**config.mk**
```make
export PLATFORM = sky130hd
export DESIGN_NAME = id_ex_stage
export DESIGN_NICKNAME = d
export VERILOG_FILES = /design/src/rtl/mips_pkg.sv /design/src/rtl/id_ex_stage_hazard_detect.sv /design/src/rtl/id_ex_stage.sv
export SDC_FILE = /design/constraint.sdc
export NUM_CORES = 1
export LEC_CHECK = 0
export CORE_AREA = 3 3 151 153
export CTS_CLUSTER_DIAMETER = 50
export CTS_CLUSTER_SIZE = 20
export DETAILED_ROUTE_END_ITERATION = 6
export DIE_AREA = 0 0 154 156
export PLACE_DENSITY_LB_ADDON = 0.1
export SYNTH_ARGS = -nofsm -noshare
export SYNTH_HDL_FRONTEND = slang
export SYNTH_SLANG_ARGS = --single-unit
```
**constraint.sdc**
```tcl
create_clock -name clk -period 20 [get_ports clk]
set_input_delay 6 -clock clk [delete_from_list [all_inputs] [get_ports clk]]
set_output_delay 6 -clock clk [all_outputs]
set_load 0.03 [all_outputs]
```
**src/rtl/mips_pkg.sv**
```systemverilog
// Shared MIPS pipeline definitions: decoded control bundle, bubble constant,
// opcode/funct encodings and instruction field helpers.
package mips_pkg;

   // Decoded control bundle carried from ID into EX
   typedef struct packed {
      logic [2:0] PCSrc;
      logic [1:0] RegDst;
      logic       RegWr;
      logic       ALUSrc1;
      logic       ALUSrc2;
      logic [5:0] ALUFun;
      logic       Sign;
      logic       MemWr;
      logic       MemRd;
      logic [1:0] MemToReg;
      logic       LUOp;
      logic       Interrupt;
   } ctrl_t;

   // All-zero controls: no register write, no memory access, sequential PC
   localparam ctrl_t CTRL_BUBBLE = '0;

   // Primary opcodes
   localparam logic [5:0] OP_RTYPE = 6'h00;
   localparam logic [5:0] OP_J     = 6'h02;
   localparam logic [5:0] OP_JAL   = 6'h03;
   localparam logic [5:0] OP_BEQ   = 6'h04;
   localparam logic [5:0] OP_BNE   = 6'h05;
   localparam logic [5:0] OP_BLEZ  = 6'h06;
   localparam logic [5:0] OP_BGTZ  = 6'h07;
   localparam logic [5:0] OP_ADDI  = 6'h08;
   localparam logic [5:0] OP_ADDIU = 6'h09;
   localparam logic [5:0] OP_SLTI  = 6'h0A;
   localparam logic [5:0] OP_SLTIU = 6'h0B;
   localparam logic [5:0] OP_ANDI  = 6'h0C;
   localparam logic [5:0] OP_LUI   = 6'h0F;
   localparam logic [5:0] OP_LW    = 6'h23;
   localparam logic [5:0] OP_SW    = 6'h2B;

   // R-type funct codes
   localparam logic [5:0] FN_SLL  = 6'h00;
   localparam logic [5:0] FN_SRL  = 6'h02;
   localparam logic [5:0] FN_SRA  = 6'h03;
   localparam logic [5:0] FN_JR   = 6'h08;
   localparam logic [5:0] FN_JALR = 6'h09;
   localparam logic [5:0] FN_ADD  = 6'h20;
   localparam logic [5:0] FN_ADDU = 6'h21;
   localparam logic [5:0] FN_SUB  = 6'h22;
   localparam logic [5:0] FN_SUBU = 6'h23;
   localparam logic [5:0] FN_AND  = 6'h24;
   localparam logic [5:0] FN_OR   = 6'h25;
   localparam logic [5:0] FN_XOR  = 6'h26;
   localparam logic [5:0] FN_NOR  = 6'h27;
   localparam logic [5:0] FN_SLT  = 6'h2A;
   localparam logic [5:0] FN_SLTU = 6'h2B;

   // Register-number fields of an instruction word
   function automatic logic [4:0] f_rs(input logic [31:0] instr);
      return instr[25:21];
   endfunction

   function automatic logic [4:0] f_rt(input logic [31:0] instr);
      return instr[20:16];
   endfunction

   function automatic logic [4:0] f_rd(input logic [31:0] instr);
      return instr[15:11];
   endfunction

   function automatic logic [4:0] f_shamt(input logic [31:0] instr);
      return instr[10:6];
   endfunction

endpackage

```
**src/rtl/id_ex_stage_hazard_detect.sv**
```systemverilog
// Load-use hazard detection between the instruction in EX and the one in ID.
// Purely combinational; the pipeline register lives in id_ex_stage.
module hazard_detect
   import mips_pkg::*;
(
   input  logic       ex_mem_rd,
   input  logic       ex_valid,
   input  logic [4:0] ex_rt,
   input  logic [4:0] id_rs,
   input  logic [4:0] id_rt,
   input  logic       id_interrupt,
   input  logic       flush,
   output logic       hazard,
   output logic       stall
);

   logic load_in_ex;
   logic rt_match;

   // rt is compared for every opcode: it may stall an I-type needlessly but
   // keeps the check independent of decode. Interrupts bypass the stall so
   // they are never delayed, and a redirect makes stalling pointless.
   always_comb begin
      load_in_ex = ex_mem_rd & ex_valid & (ex_rt != 5'd0);
      rt_match   = (ex_rt == id_rs) | (ex_rt == id_rt);
      hazard     = load_in_ex & rt_match & ~id_interrupt;
      stall      = hazard & ~flush;
   end

endmodule

```
**src/rtl/id_ex_stage.sv**
```systemverilog
// ID/EX pipeline register with load-use stall generation, flush squashing
// and saturating stall/flush event counters.
module id_ex_stage
   import mips_pkg::*;
#(
   parameter int KER_BIT = 31,
   parameter int CNT_W   = 16
) (
   input  logic              clk,
   input  logic              reset,
   input  logic [31:0]       id_pc_plus4,
   input  logic [31:0]       id_instr,
   input  ctrl_t             id_ctrl,
   input  logic [31:0]       id_rs_data,
   input  logic [31:0]       id_rt_data,
   input  logic [31:0]       id_imm32,
   input  logic              flush,
   output ctrl_t             ex_ctrl,
   output logic [31:0]       ex_pc_plus4,
   output logic [31:0]       ex_rs_data,
   output logic [31:0]       ex_rt_data,
   output logic [31:0]       ex_imm32,
   output logic [4:0]        ex_rs,
   output logic [4:0]        ex_rt,
   output logic [4:0]        ex_rd,
   output logic [4:0]        ex_shamt,
   output logic              ex_valid,
   output logic              ex_ker,
   output logic              stall,
   output logic [CNT_W-1:0]  stall_cnt,
   output logic [CNT_W-1:0]  flush_cnt
);

   // Everything held by the ID/EX register; an all-zero value is a bubble
   typedef struct packed {
      logic        valid;
      logic        ker;
      ctrl_t       ctrl;
      logic [31:0] pc_plus4;
      logic [31:0] rs_data;
      logic [31:0] rt_data;
      logic [31:0] imm32;
      logic [4:0]  rs;
      logic [4:0]  rt;
      logic [4:0]  rd;
      logic [4:0]  shamt;
   } ex_regs_t;

   localparam ex_regs_t   EX_BUBBLE = '0;
   localparam logic [CNT_W-1:0] CNT_ONE = {{(CNT_W-1){1'b0}}, 1'b1};
   localparam logic [CNT_W-1:0] CNT_MAX = '1;

   ex_regs_t ex_q;
   ex_regs_t ex_d;
   logic     hazard;

   // Opcode and funct bits are not needed here; decode already consumed them
   logic unused_instr_bits;
   assign unused_instr_bits = ^{id_instr[31:26], id_instr[5:0]};

   hazard_detect u_hazard (
      .ex_mem_rd    (ex_q.ctrl.MemRd),
      .ex_valid     (ex_q.valid),
      .ex_rt        (ex_q.rt),
      .id_rs        (f_rs(id_instr)),
      .id_rt        (f_rt(id_instr)),
      .id_interrupt (id_ctrl.Interrupt),
      .flush        (flush),
      .hazard       (hazard),
      .stall        (stall)
   );

   // Next register value: flush and hazard both insert a bubble, else capture
   always_comb begin
      ex_d          = EX_BUBBLE;
      ex_d.valid    = 1'b1;
      ex_d.ker      = id_pc_plus4[KER_BIT];
      ex_d.ctrl     = id_ctrl;
      ex_d.pc_plus4 = id_pc_plus4;
      ex_d.rs_data  = id_rs_data;
      ex_d.rt_data  = id_rt_data;
      ex_d.imm32    = id_imm32;
      ex_d.rs       = f_rs(id_instr);
      ex_d.rt       = f_rt(id_instr);
      ex_d.rd       = f_rd(id_instr);
      ex_d.shamt    = f_shamt(id_instr);
      if (flush || hazard) begin
         ex_d = EX_BUBBLE;
      end
   end

   // ID/EX pipeline register; reset loads a bubble without waiting for clk
   always_ff @(posedge clk or posedge reset) begin
      if (reset) begin
         ex_q <= EX_BUBBLE;
      end else begin
         ex_q <= ex_d;
      end
   end

   // Saturating event counters for stall and flush cycles
   always_ff @(posedge clk or posedge reset) begin
      if (reset) begin
         stall_cnt <= '0;
         flush_cnt <= '0;
      end else begin
         if (stall && stall_cnt != CNT_MAX) begin
            stall_cnt <= stall_cnt + CNT_ONE;
         end
         if (flush && flush_cnt != CNT_MAX) begin
            flush_cnt <= flush_cnt + CNT_ONE;
         end
      end
   end

   assign ex_valid    = ex_q.valid;
   assign ex_ker      = ex_q.ker;
   assign ex_ctrl     = ex_q.ctrl;
   assign ex_pc_plus4 = ex_q.pc_plus4;
   assign ex_rs_data  = ex_q.rs_data;
   assign ex_rt_data  = ex_q.rt_data;
   assign ex_imm32    = ex_q.imm32;
   assign ex_rs       = ex_q.rs;
   assign ex_rt       = ex_q.rt;
   assign ex_rd       = ex_q.rd;
   assign ex_shamt    = ex_q.shamt;

endmodule

```
Word-level counts from Yosys, hierarchy flattened:

Cells that the tools add are included.

* register bits after elaboration: 203
* input port bits: 184
* output and inout port bits: 204
* word-level logic and storage cells: 43

* $add $sub $neg: 2
* equal/unequal tests: 4
* multiplexer cells: 1
* bitwise logic cells: 8
* reduce and logical (&&, ||, !) cells: 4

Operators with widths (number)
* $mux 171: 1
* $add 16x1->16 const B: 2
* $ne 16x16->1 const B: 2
* $eq 5x5->1: 2
* $and 1x1->1: 5
* $reduce_bool 5->1: 1
* $logic_and 1x1->1: 2
* $not 1->1: 2
* $logic_or 1x1->1: 1
* $or 1x1->1: 1

Longest topological paths before layout:

* depth in word-level cells: 6
* gate-level depth with buffers: 7
* mapped depth without buffers: 6

Hierarchy:

From an unflattened synthesis, not the netlist that was laid out.

* cells, all modules: 527
* area total of the unflattened synthesis: 7136.8 µm²

By module, submodules not included
* id_ex_stage: times used 1, cells an instance 506, area each 6991.7 µm², sequential area each 5054.8 µm²
* hazard_detect: times used 1, cells an instance 21, area each 145.1 µm², sequential area each 0.0 µm²

Least setup slack after synthesis:

No wires, ideal clock.

* path kind: input-to-output
* start: in id_instr[19]
* end: out stall
* arrival time: 7.279 ns
* data required time: 14.000 ns
* slack: 6.721 ns
* cell stages on the path: 5
* path buffers: 1
* cell sequence: xor2_1 -> or3_1 -> o32a_1 -> buf_2 -> nor2_1

* word-level cells in the longest chain between the ends: 5

Ends and longest elaborated chain
* start: declaration: line id_ex_stage.sv:12 `input logic [31:0] id_instr,`
* $eq 5x5->1: line id_ex_stage_hazard_detect.sv:25 `rt_match = (ex_rt == id_rs) | (ex_rt == id_rt);`
* $or 1x1->1: line id_ex_stage_hazard_detect.sv:25
* $and 1x1->1 (2 in series): line id_ex_stage_hazard_detect.sv:26 `hazard = load_in_ex & rt_match & ~id_interrupt;`
* $and 1x1->1: line id_ex_stage_hazard_detect.sv:27 `stall = hazard & ~flush;`
* end: declaration: line id_ex_stage.sv:29 `output logic stall,`

Every way passes these cells.

Final worst setup path:

* start: in flush
* end: out stall

* word-level cells in the longest chain between the ends: 2

Ends and longest elaborated chain
* start: declaration: line id_ex_stage.sv:17 `input logic flush,`
* $not 1->1: line id_ex_stage_hazard_detect.sv:27
* $and 1x1->1: line id_ex_stage_hazard_detect.sv:27

Every way passes these cells.

==> reports/results.ini <==
[logic_synthesis]
ys_seq_area_share_pct=70.8
synth_top_area_cell=dfrtp_1
ys_seq_elements=202
synthFlopType=dfrtp_1
ys_async_sr_fraction_pct=100
synthCells=518
synth_common_cells=dfrtp_1, and2_1, xnor2_1
synth-edff-count=0
syn_area_sq_um=7140
syn_area_per_cell_sq_um=13.8
synth.area.top_cells=dfrtp_1, and2_1, xnor2_1, xor2_1, buf_4
yosys_warnings=0
synth.most_common_cell=dfrtp_1
netlist.area_leader.share_pct=70.8
synth_cell_types=37
synthesis.nets=704

[placement]
io_buffers=375
hpwl_um=16000
gp_congestion=0.801

[setup_path]
worst-r2r-setup-slack_ns=17.65
worstRegToRegCells=5
crit_path_frequent_cell=clkdlybuf4s50_1
r2r-end=ex_ctrl[2]$_DFF_PP0_
critical_path.top_delay_family=buffers and inverters
path_max_fanout=12
critPathLaunchType=input port
arrival_ns=8.28
crit_path_max_incr_delay_ns=0.69
r2r_start=ex_rt[0]$_DFF_PP0_
required_ns=14.00
path_cells=clkdlybuf4s50_1 > or3_1 > o32a_1 > nor2_1 > clkdlybuf4s50_1
path_depth=5
critical_path_class=input port to primary output
end_kind=primary output
critPathBufInv=2
slowest_stage=clkdlybuf4s50_1

[detailed_routing]
antenna_left=0
vias_per_cell=4.34
num_vias=5214
drc=0
dr.pass1.iters=4
routedWlPerCell_um=17.8
first_iter_violations=228
wl_um=21400

[floorplan]
core_sq_um=21700
die_w_um=154
rows=54
die_h_um=156
io-pin-count=388
start_util_pct=32.9
dieArea_sq_um=24000

[hold_path]
hold_end=flush_cnt[15]$_DFFE_PP0P_
min_from=flush_cnt[15]$_DFFE_PP0P_
worstHoldPathCells=1
hold_path_class=flop to flop

[sta]
worst_pin_slew_ns=0.940
setup_violations=0
hold_viol_final=0
setup_tns_ns=0
clock.fmax_ghz=0.0700
skew_ns=0.0146
rsz0062_at_grt=no
slew_headroom_pct=37.3
period_needed_ns=14.28
drv_slew=0
fin_crit_sh_pct=71.4

[cts]
root_buffer=clkbuf_16
post_cts_buffers=0
cts_tree=yes
clk_latency_ns=0.52
hold_buffers=0
cts.clk_slew.worst_paths_ns=0.06
cts-resized-gates=0
cts_htree_levels=1
max-clock-path-buffers=3
cts_made_buffers=26
clkSinkCount=202

[global_routing]
grt_pass1_wl_um=32700
grt_overflow_total=0
grt_max_degree=128
track_usage_pct=17.4
grt_antenna_before_repair=1
grt_pass1_vias=5693

[outcome]
outcome=complete, no violations

[final_layout]
syn_to_final_growth_pct=68.1
fin_util_pct=55.4
fin_nets=1089
drive_gt1_share_pct=6.08
antennaDiodeCount=0

[power_and_ir_drop]
power_mw=1.09
power_density_nw_per_um2=90.5
max-vdd-ir-drop_v=0.0000675
p_leak_nw=5.23

[run]
maxCapViolCount=0

metal layers:
metal | global-route usage, % | up-vias | share of wire [%]
li1 | - | 2435 | -
met1 | 18.8 | 2507 | 34
met2 | 29.7 | 226 | 51
met3 | 8.77 | 44 | 12
met4 | 5.63 | 2 | 3.4
met5 | 0.794 | - | 0.061
logic make-up after synthesis:
family	after synthesis	share of synthesized area, %
fa+ha+maj	2	0.350
simple gates	237	20.1
flops	202	70.8
xor+xnor	39	4.78
mux	2	0.315
buf+inv	24	2.14
compound gates	12	1.59
cells in the final DEF, fill, tap and decap left out, types with 2 or more instances in the layout:
cell type / instances
inv_8: 6
clkinv_4: 4
inv_1: 2
xor2_1: 17
xnor2_1: 22
and2_1: 168
clkinvlp_4: 2
clkbuf_16: 27
nand4_1: 10
clkinv_8: 2
dfrtp_1: 202
clkdlybuf4s50_1: 375
nand2_1: 11
inv_6: 2
mux2_2: 2
or3_1: 2
nor2_1: 6
buf_4: 3
nor4_1: 4
or4_1: 2
ha_1: 2
and3_1: 2
nand3_1: 17
nor3_1: 7
a21oi_1: 3
and4_1: 2
layout make-up:
type	count	area, sq um
multi-input combinational	292	1940
sequential	202	5050
clock buffer	29	693
inverter	3	18.8
tap	280	350
clock inverter	17	178
timing repair buffer	378	3780
fill	1830	9680
sequential cells by signal, indices dropped and copies added, names as in the netlist, 16 cells and up:
signal       flops
ex_ctrl         21
stall_cnt       16
ex_rt_data      32
ex_pc_plus4     31
ex_imm32        32
flush_cnt       16
ex_rs_data      32
power breakdown:
group          switching, mW  total, mW  internal (mW)
clock network          0.196      0.457          0.261
registers             0.0155      0.449          0.433
logic                 0.0934      0.181         0.0877
stage by stage:
stage                     setup slack (ns)  cells  area (sq um)  hold WS (ns)
after CTS                             5.70   1201         12000         0.510
final                                 5.72   1201         12000         0.503
after global routing                  5.65   1201         12000         0.524
after floorplan                       6.72    518          7140         0.664
after global placement                5.69   1155         11100         0.479
after detailed placement              5.72   1155         11100         0.498
how the worst max path moves through the flow:
stage	endpoint	slack [ns]	from
2_1_floorplan	stall	6.72	id_instr[19]
3_3_place_gp	stall	5.69	flush
3_5_place_dp	stall	5.72	flush
4_1_cts	stall	5.70	flush
5_1_grt	stall	5.65	flush
6_report	stall	5.72	flush
Power figures use the tool's default switching activity.
